File: config.mk
export PLATFORM = sky130hd
export DESIGN_NAME = arf_write_buffer
export DESIGN_NICKNAME = d
export VERILOG_FILES = /design/src/rtl/arf_write_buffer.sv
export SDC_FILE = /design/constraint.sdc
export NUM_CORES = 1
export LEC_CHECK = 0
export CAP_MARGIN = 20
export CORE_MARGIN = 1
export CORE_UTILIZATION = 35
export DETAILED_ROUTE_END_ITERATION = 10
export DONT_BUFFER_PORTS = 1
export GPL_TIMING_DRIVEN = 1
export PLACE_DENSITY = 0.54
export SYNTH_ARGS = -nofsm -noshare
export SYNTH_HDL_FRONTEND = slang
export SYNTH_SLANG_ARGS = --single-unit
File: constraint.sdc
create_clock -name clk_i -period 6.97 [get_ports clk_i]
set_input_delay 1.394 -clock clk_i [delete_from_list [all_inputs] [get_ports clk_i]]
set_output_delay 1.394 -clock clk_i [all_outputs]
set_load 0.01 [all_outputs]
File: src/rtl/arf_write_buffer.sv
// arf_write_buffer: in-order two-wide commit write buffer feeding the register RAM,
// with same-address conflict resolution on drain and a youngest-match forwarding lookup.
`ifndef DATA_LEN
`define DATA_LEN 32
`endif
module arf_write_buffer #(
    parameter int ADDR_W = 5,
    parameter int DATA_W = `DATA_LEN,
    parameter int DEPTH  = 8,
    parameter bit CHK_EN = 1'b1
) (
    input  logic                     clk_i,
    input  logic                     rst_ni,
    input  logic                     enq_valid1_i,
    input  logic [ADDR_W-1:0]        enq_addr1_i,
    input  logic [DATA_W-1:0]        enq_data1_i,
    input  logic                     enq_valid2_i,
    input  logic [ADDR_W-1:0]        enq_addr2_i,
    input  logic [DATA_W-1:0]        enq_data2_i,
    output logic                     enq_ready_o,
    input  logic                     drain_en_i,
    output logic [ADDR_W-1:0]        waddr1_o,
    output logic [DATA_W-1:0]        wdata1_o,
    output logic                     we1_o,
    output logic [ADDR_W-1:0]        waddr2_o,
    output logic [DATA_W-1:0]        wdata2_o,
    output logic                     we2_o,
    input  logic [ADDR_W-1:0]        lkup_addr_i,
    output logic                     lkup_hit_o,
    output logic [DATA_W-1:0]        lkup_data_o,
    output logic [$clog2(DEPTH):0]   count_o,
    output logic                     empty_o,
    output logic                     full_o
);
    localparam int PTR_W = $clog2(DEPTH);
    localparam int CNT_W = PTR_W + 1;

    logic [ADDR_W-1:0] r_addr [DEPTH];
    logic [DATA_W-1:0] r_data [DEPTH];
    logic [DEPTH-1:0]  r_valid;
    logic [PTR_W-1:0]  r_head, r_tail;
    logic [CNT_W-1:0]  r_count;

    logic              w_ready, w_e1, w_e2, w_one, w_two, w_conflict;
    logic [PTR_W-1:0]  w_head1, w_tail2;
    logic [1:0]        w_n_enq, w_n_pop;
    logic [DEPTH-1:0]  w_set, w_clr;

    assign w_ready    = r_count <= CNT_W'(DEPTH - 2);
    assign w_e1       = w_ready & enq_valid1_i & (enq_addr1_i != '0);
    assign w_e2       = w_ready & enq_valid2_i & (enq_addr2_i != '0);
    assign w_n_enq    = {1'b0, w_e1} + {1'b0, w_e2};
    assign w_one      = r_count != '0;
    assign w_two      = r_count >= CNT_W'(2);
    assign w_head1    = r_head + PTR_W'(1);
    // slot 2 lands right behind slot 1, or at the tail itself when slot 1 was dropped
    assign w_tail2    = r_tail + PTR_W'(w_e1);
    assign w_conflict = w_two & (r_addr[r_head] == r_addr[w_head1]);
    assign w_n_pop    = drain_en_i ? (w_two ? 2'd2 : {1'b0, w_one}) : 2'd0;

    assign waddr1_o    = w_one ? r_addr[r_head]  : '0;
    assign wdata1_o    = w_one ? r_data[r_head]  : '0;
    assign waddr2_o    = w_two ? r_addr[w_head1] : '0;
    assign wdata2_o    = w_two ? r_data[w_head1] : '0;
    assign we1_o       = drain_en_i & w_one & ~w_conflict;
    assign we2_o       = drain_en_i & w_two;
    assign enq_ready_o = w_ready;
    assign count_o     = r_count;
    assign empty_o     = r_count == '0;
    assign full_o      = r_count == CNT_W'(DEPTH);

    always_comb begin
        w_clr = '0;
        w_set = '0;
        if (w_n_pop != 2'd0) w_clr[r_head] = 1'b1;
        if (w_n_pop == 2'd2) w_clr[w_head1] = 1'b1;
        if (w_e1) w_set[r_tail] = 1'b1;
        if (w_e2) w_set[w_tail2] = 1'b1;
    end

    always_ff @(posedge clk_i or negedge rst_ni) begin
        if (!rst_ni) begin
            r_head  <= '0;
            r_tail  <= '0;
            r_count <= '0;
            r_valid <= '0;
        end else begin
            r_head  <= r_head + PTR_W'(w_n_pop);
            r_tail  <= r_tail + PTR_W'(w_n_enq);
            r_count <= r_count + CNT_W'(w_n_enq) - CNT_W'(w_n_pop);
            r_valid <= (r_valid & ~w_clr) | w_set;
        end
    end

    always_ff @(posedge clk_i) begin
        if (w_e1) begin
            r_addr[r_tail] <= enq_addr1_i;
            r_data[r_tail] <= enq_data1_i;
        end
        if (w_e2) begin
            r_addr[w_tail2] <= enq_addr2_i;
            r_data[w_tail2] <= enq_data2_i;
        end
    end

    // walk oldest to youngest so the last match is the youngest pending value
    always_comb begin
        logic [PTR_W-1:0] w_idx;
        lkup_hit_o  = 1'b0;
        lkup_data_o = '0;
        w_idx       = '0;
        for (int i = 0; i < DEPTH; i++) begin
            w_idx = r_head + PTR_W'(i);
            if (r_valid[w_idx] && lkup_addr_i != '0 && r_addr[w_idx] == lkup_addr_i) begin
                lkup_hit_o  = 1'b1;
                lkup_data_o = r_data[w_idx];
            end
        end
    end

`ifndef SYNTHESIS
    always_ff @(posedge clk_i) begin
        if (CHK_EN && rst_ni && !w_ready)
            assert (!(enq_valid1_i || enq_valid2_i)) else $error("enqueue while enq_ready_o=0");
    end
`endif
endmodule

# Yosys cells after proc, flatten, opt, wreduce, memory -nomap -nowiden
# Memory sizes are Yosys's and may differ from the RTL's.
# Index checks and enable logic that the tools add are counted.
# classes
n_addsub	13
mul	0
div_mod_pow	0
n_lt_le_gt_ge	16
n_eq_ne	11
n_shift	0
n_mux	54
bitwise	14
reduce_logical	26
# op_table
operator	n
32-bit 2-to-1 mux	10
5-bit equality test	9
3-bit by 4-bit < comparator with 1-bit output (second input constant)	10
8-bit 2-to-1 mux	4
1-bit binary-select mux with 3-bit select	8
1-bit 2-to-1 mux	24
8-bit bitwise OR	3
1-bit logical AND	20
5-bit nonzero test	3
3-bit adder (second input constant)	4
1-bit demux with 3-bit select	4
3-bit by 1-bit greater-or-equal comparator with 1-bit output (second input constant)	4
5-bit 2-to-1 mux	2
1-bit bitwise AND	8
8-bit bitwise AND	1
8-bit inverter	1
3-bit by 2-bit adder with 3-bit output	2
3-bit by 2-bit adder with 3-bit output (second input constant)	2
4-bit by 2-bit adder with 4-bit output	1
4-bit equality test (second input constant)	1
4-bit by 2-bit greater-or-equal comparator with 1-bit output (second input constant)	1
4-bit by 3-bit <= comparator with 1-bit output (second input constant)	1
4-bit zero test	1
2-bit 2-to-1 mux	2
other kinds (8)	8
# word_totals
register_bits	18
latchBits	0
ramBits	296
rom_bits	0
in_bits	84
output_inout_bits	116
mem_count	2
# memory_table
name	words	word_bits	read_ports	rd_clocked_by_memory_dff	write_ports	line_no	text
r_data	8	32	8	0	2	39	logic [DATA_W-1:0] r_data [DEPTH];
r_addr	8	5	8	0	2	38	logic [ADDR_W-1:0] r_addr [DEPTH];

# Logic depth before layout (Yosys ltp)
# Gate-level depths: netlist of the first run.
# logic_depth
ltp_word	12
mapped_depth	21

# Worst setup path before layout of the first run
# Ideal clock, no wire load.
# synth_timing
path_type	register to output
start	reg r_head[1]
end	out lkup_data_o[14]
t_arrival_ns	4.653
required_ns	5.576
slack_ns	0.923
path_stages_with_launch	18
path_buffers	10
path_cell_list	dfrtp_1 > buf_6 > buf_6 > buf_6 > buf_2 > buf_2 > buf_1 > inv_1 > ha_1 > buf_2 > buf_2 > buf_4 > buf_1 > mux4_2 > mux2i_1 > nor2_1 > a2111oi_0 > o32ai_1
# synth_via
elab_chain_len	12
word_cells_on_any_way	57
cone_classes	add/sub: 7; eq/ne: 8; mux: 24; reduce/logical: 16; memory: 2
# synth_lines
item	line_no	text
from (decl)	41	logic [PTR_W-1:0] r_head, r_tail;
from (signal assigned)	88	r_head <= r_head + PTR_W'(w_n_pop);
branches (longest 11 deep; another with memory 8 x 5 bit)	--	
32-bit 2-to-1 mux *	114	if (r_valid[w_idx] && lkup_addr_i != '0 && r_addr[w_idx] == lkup_addr_i) begin
to (decl)	30	output logic [DATA_W-1:0] lkup_data_o,
# Every way passes the cells marked *. The select of a mux whose other input is x is not followed.

# Worst setup path after layout of the first run
# layout_timing
start	reg r_head[2]
end	out lkup_data_o[31]
# The elaborated chain is that of the path after synthesis.

==> impl_results.md, run 1 <==
* Status: completed
* CP Launch Type: flip-flop
* Rel. slew slack at 0.253
* Number of global-route vias before repair at 22.8k
* Antenna-violating nets left at 0
* CP bufs+invs at 3
* Clk sinks at ~310
* P&R area growth vs syn at 9.01%
* DIE AREA at between 80000 and 90000 um2
* Fillers at 7750
* Crit path required time at 5.58 ns
* Commonest non-fill, non-tap cell in the layout: mux2_2
* Std-Cell Rows at 105
* Final Hold Vio Count at 0
* Met3 routed WL at 11300 um
* Clock transition at path regs at 0.07 ns
* DR iter-0 viols at 2319
* Placed inst area at 30500 um2
* Final period util at 0.943
* Initial antenna violation count at 0
* Worst-margin pin slew at 1.12 ns
* Crit-path cells: clkinv_2 -> ha_4 -> mux2_2 -> o22ai_1 -> or3_1 -> nand4_1 -> buf_4 -> or3_1 -> nand2_4 -> a2111oi_0 -> o32ai_1 -> buf_4
* # resized after CTS at 0
* HPWL Detailed at about 67000 um
* Yosys reg bits at 314
* Share of cells above drive strength 1 at 0.375
* # setup viols final at 0
* Power Density at roughly 590 nW/um2
* Yosys warning count at 0
* Nets at 2458
* Synthesized area at roughly 29000 um2
* Final Instance Area at 31800 um2
* Mean Syn Cell Area at 12.0 um2
* Core area at between 80000 and 90000 um2
* CP delay by family, top: simple AND/OR/NAND/NOR gates
* Peak Freq at 0.152 GHz
* Met1 Routed Length at 38800 um
* Ports at 200
* IO buf count at 0
* Tmin final at 6.57 ns
* Hold_ws at 0.477 ns
* RSZ-0062 raised after global routing: no
* CTS root buf: clkbuf_16
* Chip height at 291 um
* Final Instance Count excl. Fillers at 3451
* Skew final at roughly 0.033 ns
* Largest net degree at the start of global routing at between 100 and 150
* Asr flop ratio synth at 0.0573
* Inserted Clock Buffers at 39
* Met2 WL at ~51000 um
* Max Transition Viols Final at 0
* Distinct cells, synth at 77
* Endpoint class of the critical path: primary output
* Pre-Repair DR Iteration Count at 5
* Pre-CTS setup slack at between 1 and 1.5 ns
* Power Total at 18.7 mW
* Max cap viols at 0
* Hold Path Class: input pin to asynchronous set/reset pin
* Post-synth EDFFs at around 300
* Sequential element share of the synthesized area at 0.321
* Post-Route WL at 107000 um
* Via/cell ratio at 6.69
* Critical Path AT at 5.18 ns
* Util after Layout at 0.386
* GP Congestion at slightly above 0.9
* Die width at 291 um
* Post-CTS Setup Repair Bufs at 0
* Pleak at ~11 nW
* Most frequent cells in the layout: 343 x mux2_2, 319 x mux4_2, 296 x edfxtp_1
* Top routing layer used: met4
* Initial Util at 0.354
* Kind of critical path: flip-flop to primary output
* Worst-path maximum fanout at 28
* Total Routing Usage GR at 0.247
* Hold_buf cts at 0
* Clk buf depth at 3
* H-tree levels at 2
* Global-route wire length before repair at between 150000 and 200000 um
* # DRC at 0
* Clk_lat worst skew at roughly 0.6 ns
* Setup TNS at 0 ns
* Main flop type after synthesis: edfxtp_1
* Synthesized instance count at roughly 2.4k
* Mapped Nets at 2537
* CTS tree: done
* Remaining global-route overflow at 0
* Final Worst Setup Slack at 0.400 ns
* Crit-path slowest cell: dfrtp_4
* Peak VDD IR at 0.542 mV
* Dpl cells at 3381
* Crit-path max cell delay at 0.80 ns
* Total number of vias at 23.1k
* Routed length per instance at 31.0 um
==> layer usage <==
metal	vias up	GRT usage
met4	0	0.120
met5	-	0
met2	1437	0.409
li1	9493	-
met1	11834	0.298
met3	318	0.0642
==> state kept, by name, summed over array words and instances, names as in the netlist <==
signal and flops:
r_tail 3, r_head 3, r_addr 40, r_data 256
r_valid 8, count_o 4
==> kinds of logic (layout without fill, tap and decap cells) <==
logic type | count (synthesis) | in the layout | share of synthesized area
DFF | 314 | 314 | 0.321
adders and majority gates | 22 | 22 | 0.0105
other | 0 | 2 | 0
and+or+nand+nor | 658 | 658 | 0.0983
AOI/OAI and AO/OA | 313 | 313 | 0.0751
xor gates and xnor gates | 48 | 48 | 0.0152
muxes | 827 | 827 | 0.438
buffers and inverters | 249 | 197 | 0.0424
==> power breakdown <==
part / internal [mW] / switching [mW]
registers: 2.66 / 0.507
clock network: 1.21 / 0.914
logic: 5.53 / 7.92
total: 9.41 / 9.34
==> worst reg2reg max path, cell delays in order (launching register included) <==
cell      delay, ns
dfrtp_1        0.44
inv_1          0.09
ha_1           0.19
nand2_1        0.08
mux2i_1        0.44
o311a_1        0.40
ha_1           0.22
ha_1           0.21
xnor2_1        0.29
and3_2         0.82
o21bai_4       0.31
buf_4          0.68
==> area by class of cell <==
class	count	area (um2)	area share
multi-input combinational	1868	18800	0.592
sequential	314	9350	0.294
tap	1070	1340	0.0422
clock buffer	44	1010	0.0320
timing repair buffer	102	870	0.0274
clock inverter	24	268	0.00843
inverter	27	103	0.00323
antenna	2	5.00	0.000158
==> synth_stat cells, types with 21 or more instances <==
| cell | count | area [um2] |
|---|---|---|
| a31oi_1 | 33 | 206 |
| buf_2 | 67 | 335 |
| nand3_1 | 46 | 230 |
| clkbuf_1 | 93 | 349 |
| inv_1 | 23 | 86.3 |
| mux2_2 | 343 | 3860 |
| o32ai_1 | 24 | 210 |
| edfxtp_1 | 296 | 8890 |
| o211ai_1 | 27 | 203 |
| o21ai_0 | 47 | 235 |
| buf_4 | 21 | 158 |
| nand2_1 | 271 | 1020 |
| xnor2_1 | 38 | 333 |
| mux4_2 | 319 | 7180 |
| mux2i_1 | 159 | 1590 |
| a21oi_1 | 62 | 310 |
| nor3_1 | 24 | 120 |
| buf_1 | 24 | 90.1 |
| a2111oi_0 | 23 | 201 |
| nor2_1 | 231 | 867 |
==> path summary, 6_finish.rpt <==
check                                 from  slack, ns  cells after the start         endpoint
worst max-delay path             r_head[2]       0.40                     12  lkup_data_o[31]
worst min-delay path                rst_ni       0.48                      0       count_o[3]
worst max register to register  count_o[3]       2.34                     11    r_data[2][27]
worst min register to register   r_tail[2]       0.63                      1        r_tail[2]
max in group asynchronous           rst_ni       6.39                      0        r_head[2]
min in group clk_i               r_tail[2]       0.63                      1        r_tail[2]
Note: power is estimated with default switching activity, not from simulation.
==> inputs of run 2 (changes only) <==
- CORE_MARGIN: 1 -> unset
- SKIP_LAST_GASP: unset -> 1
==> results of run 2 <==
No change in the layout: final DEF, timing and power equal those of run 1.
==> inputs of run 3 (changes only) <==
- CAP_MARGIN: 20 -> unset
- CTS_BUF_LIST: unset -> sky130_fd_sc_hd__clkbuf_16
- SLEW_MARGIN: unset -> 0
==> run 3 against run 2 <==
Routed wire length is 0.33% lower. Via count decreased by 0.47%. Critical path depth stayed put. Clock skew down 0.018 ns. Hold slack better by 0.028 ns. Die area unchanged. Total power decreased by 0.31%. Final area shrank 0.13%. Clock-buffer cell count shrank 5. Highest routed layer is now met5.
==> impl_results.md, run 3 (same netlist as run 1, synthesis figures left out) <==
* Crit-path slowest cell: o32ai_1
* Most frequent cells in the layout: 343 x mux2_2, 319 x mux4_2, 296 x edfxtp_1
* Total number of vias at about 23k
* Setup TNS at 0 ns
* CP bufs+invs at 3
* Hold Path Class: input pin to asynchronous set/reset pin
* Share of cells above drive strength 1 at 0.372
* Most flop-heavy register: r_data
* Internal power contribution at 9.40 mW
* Commonest non-fill, non-tap cell in the layout: mux2_2
* Worst-path maximum fanout at 52
* Die width at 291 um
* GP Congestion at ~0.9
* Clk sinks at 314
* Switching power at 9.29 mW
* H-tree levels at 2
* IO buf count at 0
* Remaining global-route overflow at 0
* # setup viols final at 0
* Post-CTS Setup Repair Bufs at 0
* Endpoint class of the critical path: primary output
* Initial antenna violation count at 1
* Chip height at ~290 um
* Worst-margin pin slew at 1.22 ns
* Crit-path max cell delay at 0.72 ns
* Routed length per instance at 30.9 um
* Reg2reg start: count_o[3]
* Ports at 200
* CP Launch Type: flip-flop
* HPWL Detailed at 66700 um
* CP delay by family, top: compound AO/OA/AOI/OAI gates
* Kind of critical path: flip-flop to primary output
* Register share of total power at 0.170
* Clock share of power at 0.112
* Tmin final at 6.56 ns
* Largest net degree at the start of global routing at between 100 and 150
* Inserted Clock Buffers at 38
* Hold_buf cts at 0
* Pre-Repair DR Iteration Count at 6
* Clock transition at path regs at roughly 0.07 ns
* Crit path required time at 5.58 ns
* Std-Cell Rows at 105
* Total Routing Usage GR at 0.245
* DIE AREA at 84400 um2
* Skew final at 0.0155 ns
* Logic pwr share at 0.718
* Antenna-violating nets left at 0
* Final Worst Setup Slack at 0.406 ns
* Largest register FFs at approximately 260
* Peak Freq at 0.152 GHz
* Worst reg2reg path endpoint: r_data[2][11]
* DR iter-0 viols at 2342
* Status: completed
* # DRC at 0
* Power Density at 589 nW/um2
* R2R cell count at 11
* Via/cell ratio at 6.66
* Nets at between 2k and 2.5k
* Post-Route WL at 106000 um
* Max cap viols at 0
* Number of global-route vias before repair at about 23k
* Pre-CTS setup slack at 1.07 ns
* Util after Layout at 0.386
* R2R setup slack at 2.27 ns
* Clk buf depth at 3
* Global-route wire length before repair at around 150000 um
* Pleak at 10.8 nW
* Crit-path cells: inv_1 -> ha_4 -> mux2_2 -> mux4_2 -> xnor2_1 -> a21oi_1 -> and4_2 -> buf_12 -> a31oi_1 -> o211ai_1 -> o32ai_1 -> buf_4
* Core area at 82200 um2
* Final period util at 0.942
* Initial Util at 0.354
* Switching Fraction at 0.497
* Rel. slew slack at 0.179
* Max Transition Viols Final at 0
* RSZ-0062 raised after global routing: no
* Regs by FF count: r_data (256), r_addr (40), r_valid (8)
* Final Hold Vio Count at 0
* Critical Path AT at just over 5 ns
* CTS root buf: clkbuf_16
* # resized after CTS at 0
* Clk_lat worst skew at 0.58 ns
* P&R area growth vs syn at 8.86%
* CTS tree: done
* Peak VDD IR at 0.599 mV
-- run 3: cell count changes in the layout (fill, tap and decap cells not counted), moves of 2 or more --
cell,previous run,this run
clkbuf_8,2,0
inv_1,22,30
clkinv_1,4,6
clkbuf_1,3,0
inv_6,3,1
clkinv_2,10,4
clkinvlp_4,1,5
-- run 3: how the worst max path moves through the flow --
stage                        start              end  slack, ns  cells past startpoint
global route             r_head[1]   lkup_data_o[1]       0.34                     12
floorplan                r_head[1]  lkup_data_o[14]       0.92                     17
detailed placement       r_head[2]  lkup_data_o[29]       1.07                     12
global placement    lkup_addr_i[1]   lkup_data_o[0]       1.14                      9
finish                   r_head[1]   lkup_data_o[1]       0.41                     12
CTS                      r_head[2]  lkup_data_o[29]       0.45                     12
-- run 3: layer usage --
metal  vias up  routed length [um]  global-route usage
li1       9490                   -                   -
met1     11754               38600               0.294
met2      1451               51600               0.413
met3       276               11400              0.0637
met4         2                4900               0.108
met5         -                  13                   0
-- run 3: worst register-to-register path, stage by stage, from the launching register on --
cell      delay, ns
dfrtp_1        0.44
inv_1          0.10
ha_1           0.19
nand2_1        0.08
mux2i_1        0.49
o311a_1        0.43
ha_1           0.23
ha_1           0.21
xnor2_1        0.30
and3_2         0.81
o21bai_4       0.31
buf_4          0.69
-- run 3: area by class of cell --
type | instances | area [um2]
fillers | 7766 | 50500
multi-input cells | 1868 | 18800
flip-flops and latches | 314 | 9350
well taps | 1070 | 1340
clock buffers | 39 | 976
repair buffers | 100 | 838
clock inverters | 30 | 298
inverters | 27 | 103
diodes | 1 | 2.50
-- run 3: power groups by stage --
stage               Clock (mW)  Combinational (mW)  Sequential, mW
finish                    2.10                13.4            3.17
floorplan                    0                9.71            2.98
detailed placement           0                13.3            3.18
global route              2.18                14.2            3.21
global placement             0                13.1            3.13
CTS                       2.12                13.3            3.14
-- run 3: per-stage QoR --
step / power, mW / hold slack, ns / instances / area [um2]
finish: 18.7 / 0.505 / 3449 / 31700
floorplan: 12.7 / 0.530 / 2431 / 29100
CTS: 18.6 / 0.486 / 3448 / 31700
global placement: 16.3 / 0.569 / 3379 / 30400
global route: 19.6 / 0.486 / 3448 / 31700
detailed placement: 16.5 / 0.612 / 3379 / 30400
